<file path="src/rtl/mem_access_if.sv">
// Data-bus interface between the memory-access stage (master) and the data memory (slave).
interface mem_access_if;
    logic        bus_req;
    logic        bus_we;
    logic [31:0] bus_addr;
    logic [3:0]  bus_sel;
    logic [31:0] bus_wdata;
    logic [31:0] bus_rdata;
    logic        bus_ack;

    modport master (
        output bus_req, bus_we, bus_addr, bus_sel, bus_wdata,
        input  bus_rdata, bus_ack
    );

    modport slave (
        input  bus_req, bus_we, bus_addr, bus_sel, bus_wdata,
        output bus_rdata, bus_ack
    );
endinterface

</file>
<file path="src/rtl/mem_access.sv">
// Pipeline memory-access stage: passes ALU results through to MEM/WB and runs one
// big-endian load/store bus transfer at a time, stalling the pipeline until ack.
// Optional feature macro MEM_MISALIGN_EXC_EN: misaligned halfword/word accesses raise
// exc_misalign instead of being silently aligned down.
module mem_access (
    input  logic                clk,
    input  logic                rst,
    input  logic [4:0]          mem_wd,
    input  logic                mem_wreg,
    input  logic [31:0]         mem_wdata,
    input  logic [3:0]          mem_op,
    input  logic [31:0]         mem_sdata,
    mem_access_if.master        bus,
    output logic                stallreq,
    output logic [4:0]          wb_wd,
    output logic                wb_wreg,
    output logic [31:0]         wb_wdata,
    output logic                exc_misalign
);
    localparam logic [3:0] OpLb  = 4'd1;
    localparam logic [3:0] OpLbu = 4'd2;
    localparam logic [3:0] OpLh  = 4'd3;
    localparam logic [3:0] OpLhu = 4'd4;
    localparam logic [3:0] OpLw  = 4'd5;
    localparam logic [3:0] OpSb  = 4'd6;
    localparam logic [3:0] OpSh  = 4'd7;
    localparam logic [3:0] OpSw  = 4'd8;

    typedef enum logic [0:0] {StIdle, StBusy} state_e;

    state_e      state_q, state_d;
    logic [3:0]  op_q, op_d;
    logic [1:0]  off_q, off_d;
    logic [4:0]  wd_q, wd_d;
    logic        wreg_q, wreg_d;
    logic        breq_q, breq_d;
    logic        bwe_q, bwe_d;
    logic [31:0] baddr_q, baddr_d;
    logic [3:0]  bsel_q, bsel_d;
    logic [31:0] bwdata_q, bwdata_d;
    logic [4:0]  wb_wd_q, wb_wd_d;
    logic        wb_wreg_q, wb_wreg_d;
    logic [31:0] wb_wdata_q, wb_wdata_d;
    logic        exc_q, exc_d;
    logic        stall_raw;

    logic        is_load, is_store, is_half, is_word, misalign;
    logic [31:0] eff_addr;
    logic [3:0]  sel_new;
    logic [31:0] sdata_new;
    logic [7:0]  byte_v;
    logic [15:0] half_v;
    logic [31:0] load_data;

    // Decode the incoming operation, its effective address, byte lanes and store data.
    always_comb begin
        is_load  = (mem_op >= OpLb) && (mem_op <= OpLw);
        is_store = (mem_op >= OpSb) && (mem_op <= OpSw);
        is_half  = (mem_op == OpLh) || (mem_op == OpLhu) || (mem_op == OpSh);
        is_word  = (mem_op == OpLw) || (mem_op == OpSw);
        eff_addr = mem_wdata;
`ifdef MEM_MISALIGN_EXC_EN
        misalign = (is_half && mem_wdata[0]) || (is_word && (mem_wdata[1:0] != 2'b00));
`else
        misalign = 1'b0;
        // Without the exception, misaligned accesses are silently aligned down.
        if (is_half) eff_addr[0] = 1'b0;
        if (is_word) eff_addr[1:0] = 2'b00;
`endif
        if (is_half) begin
            sel_new = eff_addr[1] ? 4'b0011 : 4'b1100;
        end else if (is_word) begin
            sel_new = 4'b1111;
        end else begin
            sel_new = 4'b1000 >> eff_addr[1:0];
        end
        unique case (mem_op)
            OpSb:    sdata_new = {4{mem_sdata[7:0]}};
            OpSh:    sdata_new = {2{mem_sdata[15:0]}};
            default: sdata_new = mem_sdata;
        endcase
    end

    // Extract and extend the addressed big-endian lane of the returned read data.
    always_comb begin
        byte_v = 8'(bus.bus_rdata >> {~off_q, 3'b000});
        half_v = off_q[1] ? bus.bus_rdata[15:0] : bus.bus_rdata[31:16];
        unique case (op_q)
            OpLb:    load_data = {{24{byte_v[7]}}, byte_v};
            OpLbu:   load_data = {24'b0, byte_v};
            OpLh:    load_data = {{16{half_v[15]}}, half_v};
            OpLhu:   load_data = {16'b0, half_v};
            default: load_data = bus.bus_rdata;
        endcase
    end

    // Next-state and stall logic: issue in IDLE, wait for ack in BUSY.
    always_comb begin
        state_d    = state_q;
        op_d       = op_q;
        off_d      = off_q;
        wd_d       = wd_q;
        wreg_d     = wreg_q;
        breq_d     = breq_q;
        bwe_d      = bwe_q;
        baddr_d    = baddr_q;
        bsel_d     = bsel_q;
        bwdata_d   = bwdata_q;
        wb_wd_d    = wb_wd_q;
        wb_wreg_d  = wb_wreg_q;
        wb_wdata_d = wb_wdata_q;
        exc_d      = 1'b0;
        stall_raw  = 1'b0;
        unique case (state_q)
            StIdle: begin
                if (!is_load && !is_store) begin
                    wb_wd_d    = mem_wd;
                    wb_wreg_d  = mem_wreg;
                    wb_wdata_d = mem_wdata;
                end else if (misalign) begin
                    wb_wreg_d = 1'b0;
                    exc_d     = 1'b1;
                end else begin
                    stall_raw = 1'b1;
                    op_d      = mem_op;
                    off_d     = eff_addr[1:0];
                    wd_d      = mem_wd;
                    wreg_d    = mem_wreg;
                    breq_d    = 1'b1;
                    bwe_d     = is_store;
                    baddr_d   = {eff_addr[31:2], 2'b00};
                    bsel_d    = sel_new;
                    bwdata_d  = sdata_new;
                    wb_wreg_d = 1'b0;
                    state_d   = StBusy;
                end
            end
            StBusy: begin
                if (bus.bus_ack) begin
                    breq_d    = 1'b0;
                    wb_wd_d   = wd_q;
                    // Stores never write back; loads are ops below OpSb.
                    wb_wreg_d = wreg_q && (op_q < OpSb);
                    if (op_q < OpSb) wb_wdata_d = load_data;
                    state_d   = StIdle;
                end else begin
                    stall_raw = 1'b1;
                    wb_wreg_d = 1'b0;
                end
            end
            default: state_d = StIdle;
        endcase
    end

    // State and output registers with synchronous active-low reset.
    always_ff @(posedge clk) begin
        if (!rst) begin
            state_q    <= StIdle;
            op_q       <= 4'd0;
            off_q      <= 2'd0;
            wd_q       <= 5'd0;
            wreg_q     <= 1'b0;
            breq_q     <= 1'b0;
            bwe_q      <= 1'b0;
            baddr_q    <= 32'd0;
            bsel_q     <= 4'd0;
            bwdata_q   <= 32'd0;
            wb_wd_q    <= 5'd0;
            wb_wreg_q  <= 1'b0;
            wb_wdata_q <= 32'd0;
            exc_q      <= 1'b0;
        end else begin
            state_q    <= state_d;
            op_q       <= op_d;
            off_q      <= off_d;
            wd_q       <= wd_d;
            wreg_q     <= wreg_d;
            breq_q     <= breq_d;
            bwe_q      <= bwe_d;
            baddr_q    <= baddr_d;
            bsel_q     <= bsel_d;
            bwdata_q   <= bwdata_d;
            wb_wd_q    <= wb_wd_d;
            wb_wreg_q  <= wb_wreg_d;
            wb_wdata_q <= wb_wdata_d;
            exc_q      <= exc_d;
        end
    end

    assign stallreq      = rst && stall_raw;
    assign bus.bus_req   = breq_q;
    assign bus.bus_we    = bwe_q;
    assign bus.bus_addr  = baddr_q;
    assign bus.bus_sel   = bsel_q;
    assign bus.bus_wdata = bwdata_q;
    assign wb_wd         = wb_wd_q;
    assign wb_wreg       = wb_wreg_q;
    assign wb_wdata      = wb_wdata_q;
    assign exc_misalign  = exc_q;
endmodule
</file>
<file path="src/flat_wrapper.sv">
// flat-port wrapper written by rule: the top's interface ports become plain ports
module mem_access_flat 
  (clk, rst, mem_wd, mem_wreg, mem_wdata, mem_op, mem_sdata, stallreq, wb_wd, wb_wreg, wb_wdata, exc_misalign, bus_bus_req, bus_bus_we, bus_bus_addr, bus_bus_sel, bus_bus_wdata, bus_bus_rdata, bus_bus_ack);
  mem_access_if bus_i ();
  input  logic clk;
  input  logic rst;
  input  logic [4:0] mem_wd;
  input  logic mem_wreg;
  input  logic [31:0] mem_wdata;
  input  logic [3:0] mem_op;
  input  logic [31:0] mem_sdata;
  output logic stallreq;
  output logic [4:0] wb_wd;
  output logic wb_wreg;
  output logic [31:0] wb_wdata;
  output logic exc_misalign;
  output wire logic [$bits(bus_i.bus_req)-1:0] bus_bus_req;
  output wire logic [$bits(bus_i.bus_we)-1:0] bus_bus_we;
  output wire logic [$bits(bus_i.bus_addr)-1:0] bus_bus_addr;
  output wire logic [$bits(bus_i.bus_sel)-1:0] bus_bus_sel;
  output wire logic [$bits(bus_i.bus_wdata)-1:0] bus_bus_wdata;
  input wire logic [$bits(bus_i.bus_rdata)-1:0] bus_bus_rdata;
  input wire logic [$bits(bus_i.bus_ack)-1:0] bus_bus_ack;
  assign bus_bus_req = bus_i.bus_req;
  assign bus_bus_we = bus_i.bus_we;
  assign bus_bus_addr = bus_i.bus_addr;
  assign bus_bus_sel = bus_i.bus_sel;
  assign bus_bus_wdata = bus_i.bus_wdata;
  assign bus_i.bus_rdata = bus_bus_rdata;
  assign bus_i.bus_ack = bus_bus_ack;
  mem_access u_core (.clk(clk), .rst(rst), .mem_wd(mem_wd), .mem_wreg(mem_wreg), .mem_wdata(mem_wdata), .mem_op(mem_op), .mem_sdata(mem_sdata), .bus(bus_i), .stallreq(stallreq), .wb_wd(wb_wd), .wb_wreg(wb_wreg), .wb_wdata(wb_wdata), .exc_misalign(exc_misalign));
endmodule
</file>
<file path="config.mk">
export PLATFORM = sky130hd
export DESIGN_NAME = mem_access_flat
export DESIGN_NICKNAME = d
export VERILOG_FILES = /design/src/rtl/mem_access_if.sv /design/src/rtl/mem_access.sv /design/src/flat_wrapper.sv
export SDC_FILE = /design/constraint.sdc
export NUM_CORES = 1
export LEC_CHECK = 0
export ABC_AREA = 1
export ABC_CLOCK_PERIOD_IN_PS = 1380
export BUFFER_PORTS_ARGS = -buffer_cell sky130_fd_sc_hd__buf_4
export CORE_MARGIN = 5
export CORE_UTILIZATION = 45
export CTS_CLUSTER_SIZE = 16
export DETAILED_ROUTE_END_ITERATION = 8
export GPL_TIMING_DRIVEN = 0
export PLACE_DENSITY = 0.77
export SLEW_MARGIN = 20
export SYNTH_ARGS = -nofsm -noshare
export SYNTH_HDL_FRONTEND = slang
export SYNTH_SLANG_ARGS = --single-unit
</file>
<file path="constraint.sdc">
create_clock -name clk -period 1.38 [get_ports clk]
set_input_delay 0.276 -clock clk [delete_from_list [all_inputs] [get_ports clk]]
set_output_delay 0.276 -clock clk [all_outputs]
set_load 0.03 [all_outputs]
</file>
==> flow_summary.toml <==
[status]
status = "finished, violations left"
violations = "negative setup slack"

[sta]
tns_ns = -0.417
period_share_pct = 106
fin_skew_ns = 0.00639
slew_headroom_pct = 55.8
finalSetupViolCount = 16
rsz0062_at_grt = "true"
max_freq_ghz = 0.682
worstMarginPinSlew_ns = 0.663
min_period_ns = 1.47
hold_viol_final = 0
final.setup.worst_slack_ns = -0.0864
final-max-slew-violation-count = 0

[clocking]
htree_num_levels = 4
cts_tree = "yes"
cts_hold_buffers = 0
cts-root-buf = "clkbuf_16"
cts-buffers-inserted = 17
clk_latency_ns = 0.41
cts.sinks = 119
clkSlewWorstSetupHoldPaths_ns = 0.06
clockBufferDepth = 2

[final_layout]
fillCellCount = 1170
area_delta_synth_final_pct = 52.1
num_antenna_cells = 0
final_layout_size_suffix_gt1_share_pct = 38.2
nets = 1293
instances_no_fill = 1373

[synthesis]
synthTopCellsByArea = "dfxtp_1 39%, nand2_1 15%, nor2_1 8.6%, o21ai_0 7.3%, nand3_1 4.6%"
synthArstFlopShare_pct = 0
synth_most_common_cell = "nand2_1"
synthFlopType = "dfxtp_1"
ys_seq_elements = 119
yosysTopAreaCellShare_pct = 38.7
yosys-top-cells-count = "239 x nand2_1, 142 x nor2_1, 119 x dfxtp_1"
synthDistinctLibCells = 28
syn_inst = 928
synth_area_um2 = 6160
synth_area_per_cell_um2 = 6.64
yosys_warnings = 0
synth_edf_count = 0
synth-seq-area-share_pct = 38.7
synth_area_leader_cell = "dfxtp_1"

[critical_path]
crit_fanout = 3
crit_type = "input port to output port"
reg2reg_depth = 6
cp-end-kind = "output port"
worstSetupStartpointType = "input port"
required_ns = 1.10
arrival_ns = 1.19

[power_and_ir_drop]
switchingPower_mw = 4.26
peakVddDrop_uv = 1000
swShare_pct = 34.4
cellLeakagePower_nw = 4.70
p_int_mw = 8.12
clkPwrFrac_pct = 35.8
power_per_cell_area_nw_per_um2 = 1320
p_seq_share_pct = 32.7
pwr-share-comb_pct = 31.6

[route]
antenna_left = 0
wl_um = 24000
drc = 0
num_vias = 7316
wl_per_cell_um = 17.5
viasPerCell = 5.33
drt_iter0_drc = 459
drt_pre_antenna_iters = 5

[global_route]
grt_use_met2_pct = 47.0
grt_pass1_wl_um = 35200
top_usage_layer = "met2"
grt_usage_pct = 27.5
grt_antenna_before_repair = 0
use_met3_pct = 8.97
grt_pass1_vias = 6789
grt_max_degree = 17
gr-total-overflow = 0
gr-usage-met1_pct = 33.1

[floorplan]
die_x_um = 127
ios = 219
die_area_um2 = 16100
fp.dieH_um = 127
rows = 42
design.core.area_um2 = 13300
start_util_pct = 46.2

[place]
post-dp-hpwl_um = 17500
gp_congestion = 0.957
dp_cells = 1320
port_buffers = 214

[worst_hold_path]
hp-class = "input port to flop"
hold_depth = 3

[flow_run]
drv_cap = 0
cells in the final DEF (no fill, tap or decap), drive strengths merged:
cell type / Yosys / layout
buf: 34 / 270
nand2: 248 / 248
nor2: 145 / 145
dfxtp: 119 / 119
o21ai: 100 / 100
a21oi: 67 / 67
inv: 58 / 59
nand3: 58 / 58
clkbuf: 26 / 46
nand3b: 32 / 32
or2: 16 / 16
a21boi: 13 / 13
o211a: 8 / 8
clkinvlp: 0 / 4
clkinv: 0 / 4
conb: 1 / 3
bufinv: 0 / 2
nor3: 1 / 1
and2: 1 / 1
a211oi: 1 / 1
final cells by class:
cell class                 instances  area (um2)  area share [%]
timing repair buffer             236        1800            19.2
buffer                            59         405            4.32
clock buffer                      21         470            5.02
inverter                          58         253            2.70
sequential                       119        2400            25.6
clock inverter                    11         123            1.31
multi-input combinational        693        3700            39.5
tap                              176         220            2.35
sequential cells by signal, summed over array words and instances (netlist names), 2 cells and up:
signal	flops
u_core.off_q	2
u_core.bus.bus_wdata	32
u_core.wb_wdata	32
u_core.op_q	4
u_core.bus.bus_addr	30
u_core.bus.bus_sel	4
u_core.wb_wd	5
u_core.wd_q	5
worst paths after layout:
| path | startpoint | to | slack, ns |
|---|---|---|---|
| setup reg to reg | u_core.state_q | u_core.wb_wreg | -0.08 |
| hold reg to reg | u_core.bus.bus_sel[2] | u_core.bus.bus_sel[2] | 0.47 |
| hold / removal | mem_wdata[12] | u_core.bus.bus_addr[12] | 0.13 |
| setup / recovery | mem_op[2] | stallreq | -0.09 |
logic make-up after synthesis:
| group | count (synthesis) | synth area share (%) |
|---|---|---|
| other cells | 1 | 0.0609 |
| flops | 119 | 38.7 |
| compound gates | 189 | 17.5 |
| buf+inv | 118 | 8.63 |
| simple gates | 501 | 35.2 |
critical path, cell delays in order:
cell and delay (ns):
buf_4 0.13, inv_1 0.16, nand2_2 0.08, nand2_2 0.09, nand2_4 0.08, inv_6 0.06, nand2_4 0.05, nand2_4 0.07
nor2_4 0.03, buf_6 0.14
power groups by stage:
stage | Sequential (mW) | Combinational (mW) | Clock [mW]
final | 4.04 | 3.91 | 4.42
after global routing | 4.08 | 4.18 | 4.64
after CTS | 4.01 | 3.59 | 4.45
after detailed placement | 4.07 | 3.37 | 0
after global placement | 4.06 | 3.34 | 0
after floorplan | 4.68 | 1.46 | 0
layer usage:
metal  routed length [um]  up-vias
met5                    0        -
met4                  685        0
met3                 2390       62
met2                11600      363
met1                 9300     3386
li1                     -     3505
timing repair:
| action | in CTS | in global routing |
|---|---|---|
| gates cloned | 2 | 1 |
| buffers inserted | 11 | 8 |
| pin swaps | 14 | 43 |
| setup endpoints to repair | 69 | 55 |
| gates resized for setup | 99 | 113 |
stage by stage:
step / util, % / power, mW / hold WS (ns) / setup slack (ns) / cell area (um2)
floorplan: - / 6.14 / 0.422 / -0.0102 / 6170
global placement: 59.9 / 7.40 / 0.434 / -0.380 / 8000
detailed placement: 59.9 / 7.43 / 0.442 / -0.399 / 8000
CTS: 67.0 / 12.1 / 0.119 / -0.0660 / 8950
global route: 70.2 / 12.9 / 0.130 / -0.142 / 9380
finish: 70.2 / 12.4 / 0.128 / -0.0864 / 9380
No activity file was read; power rests on OpenSTA's default activity.
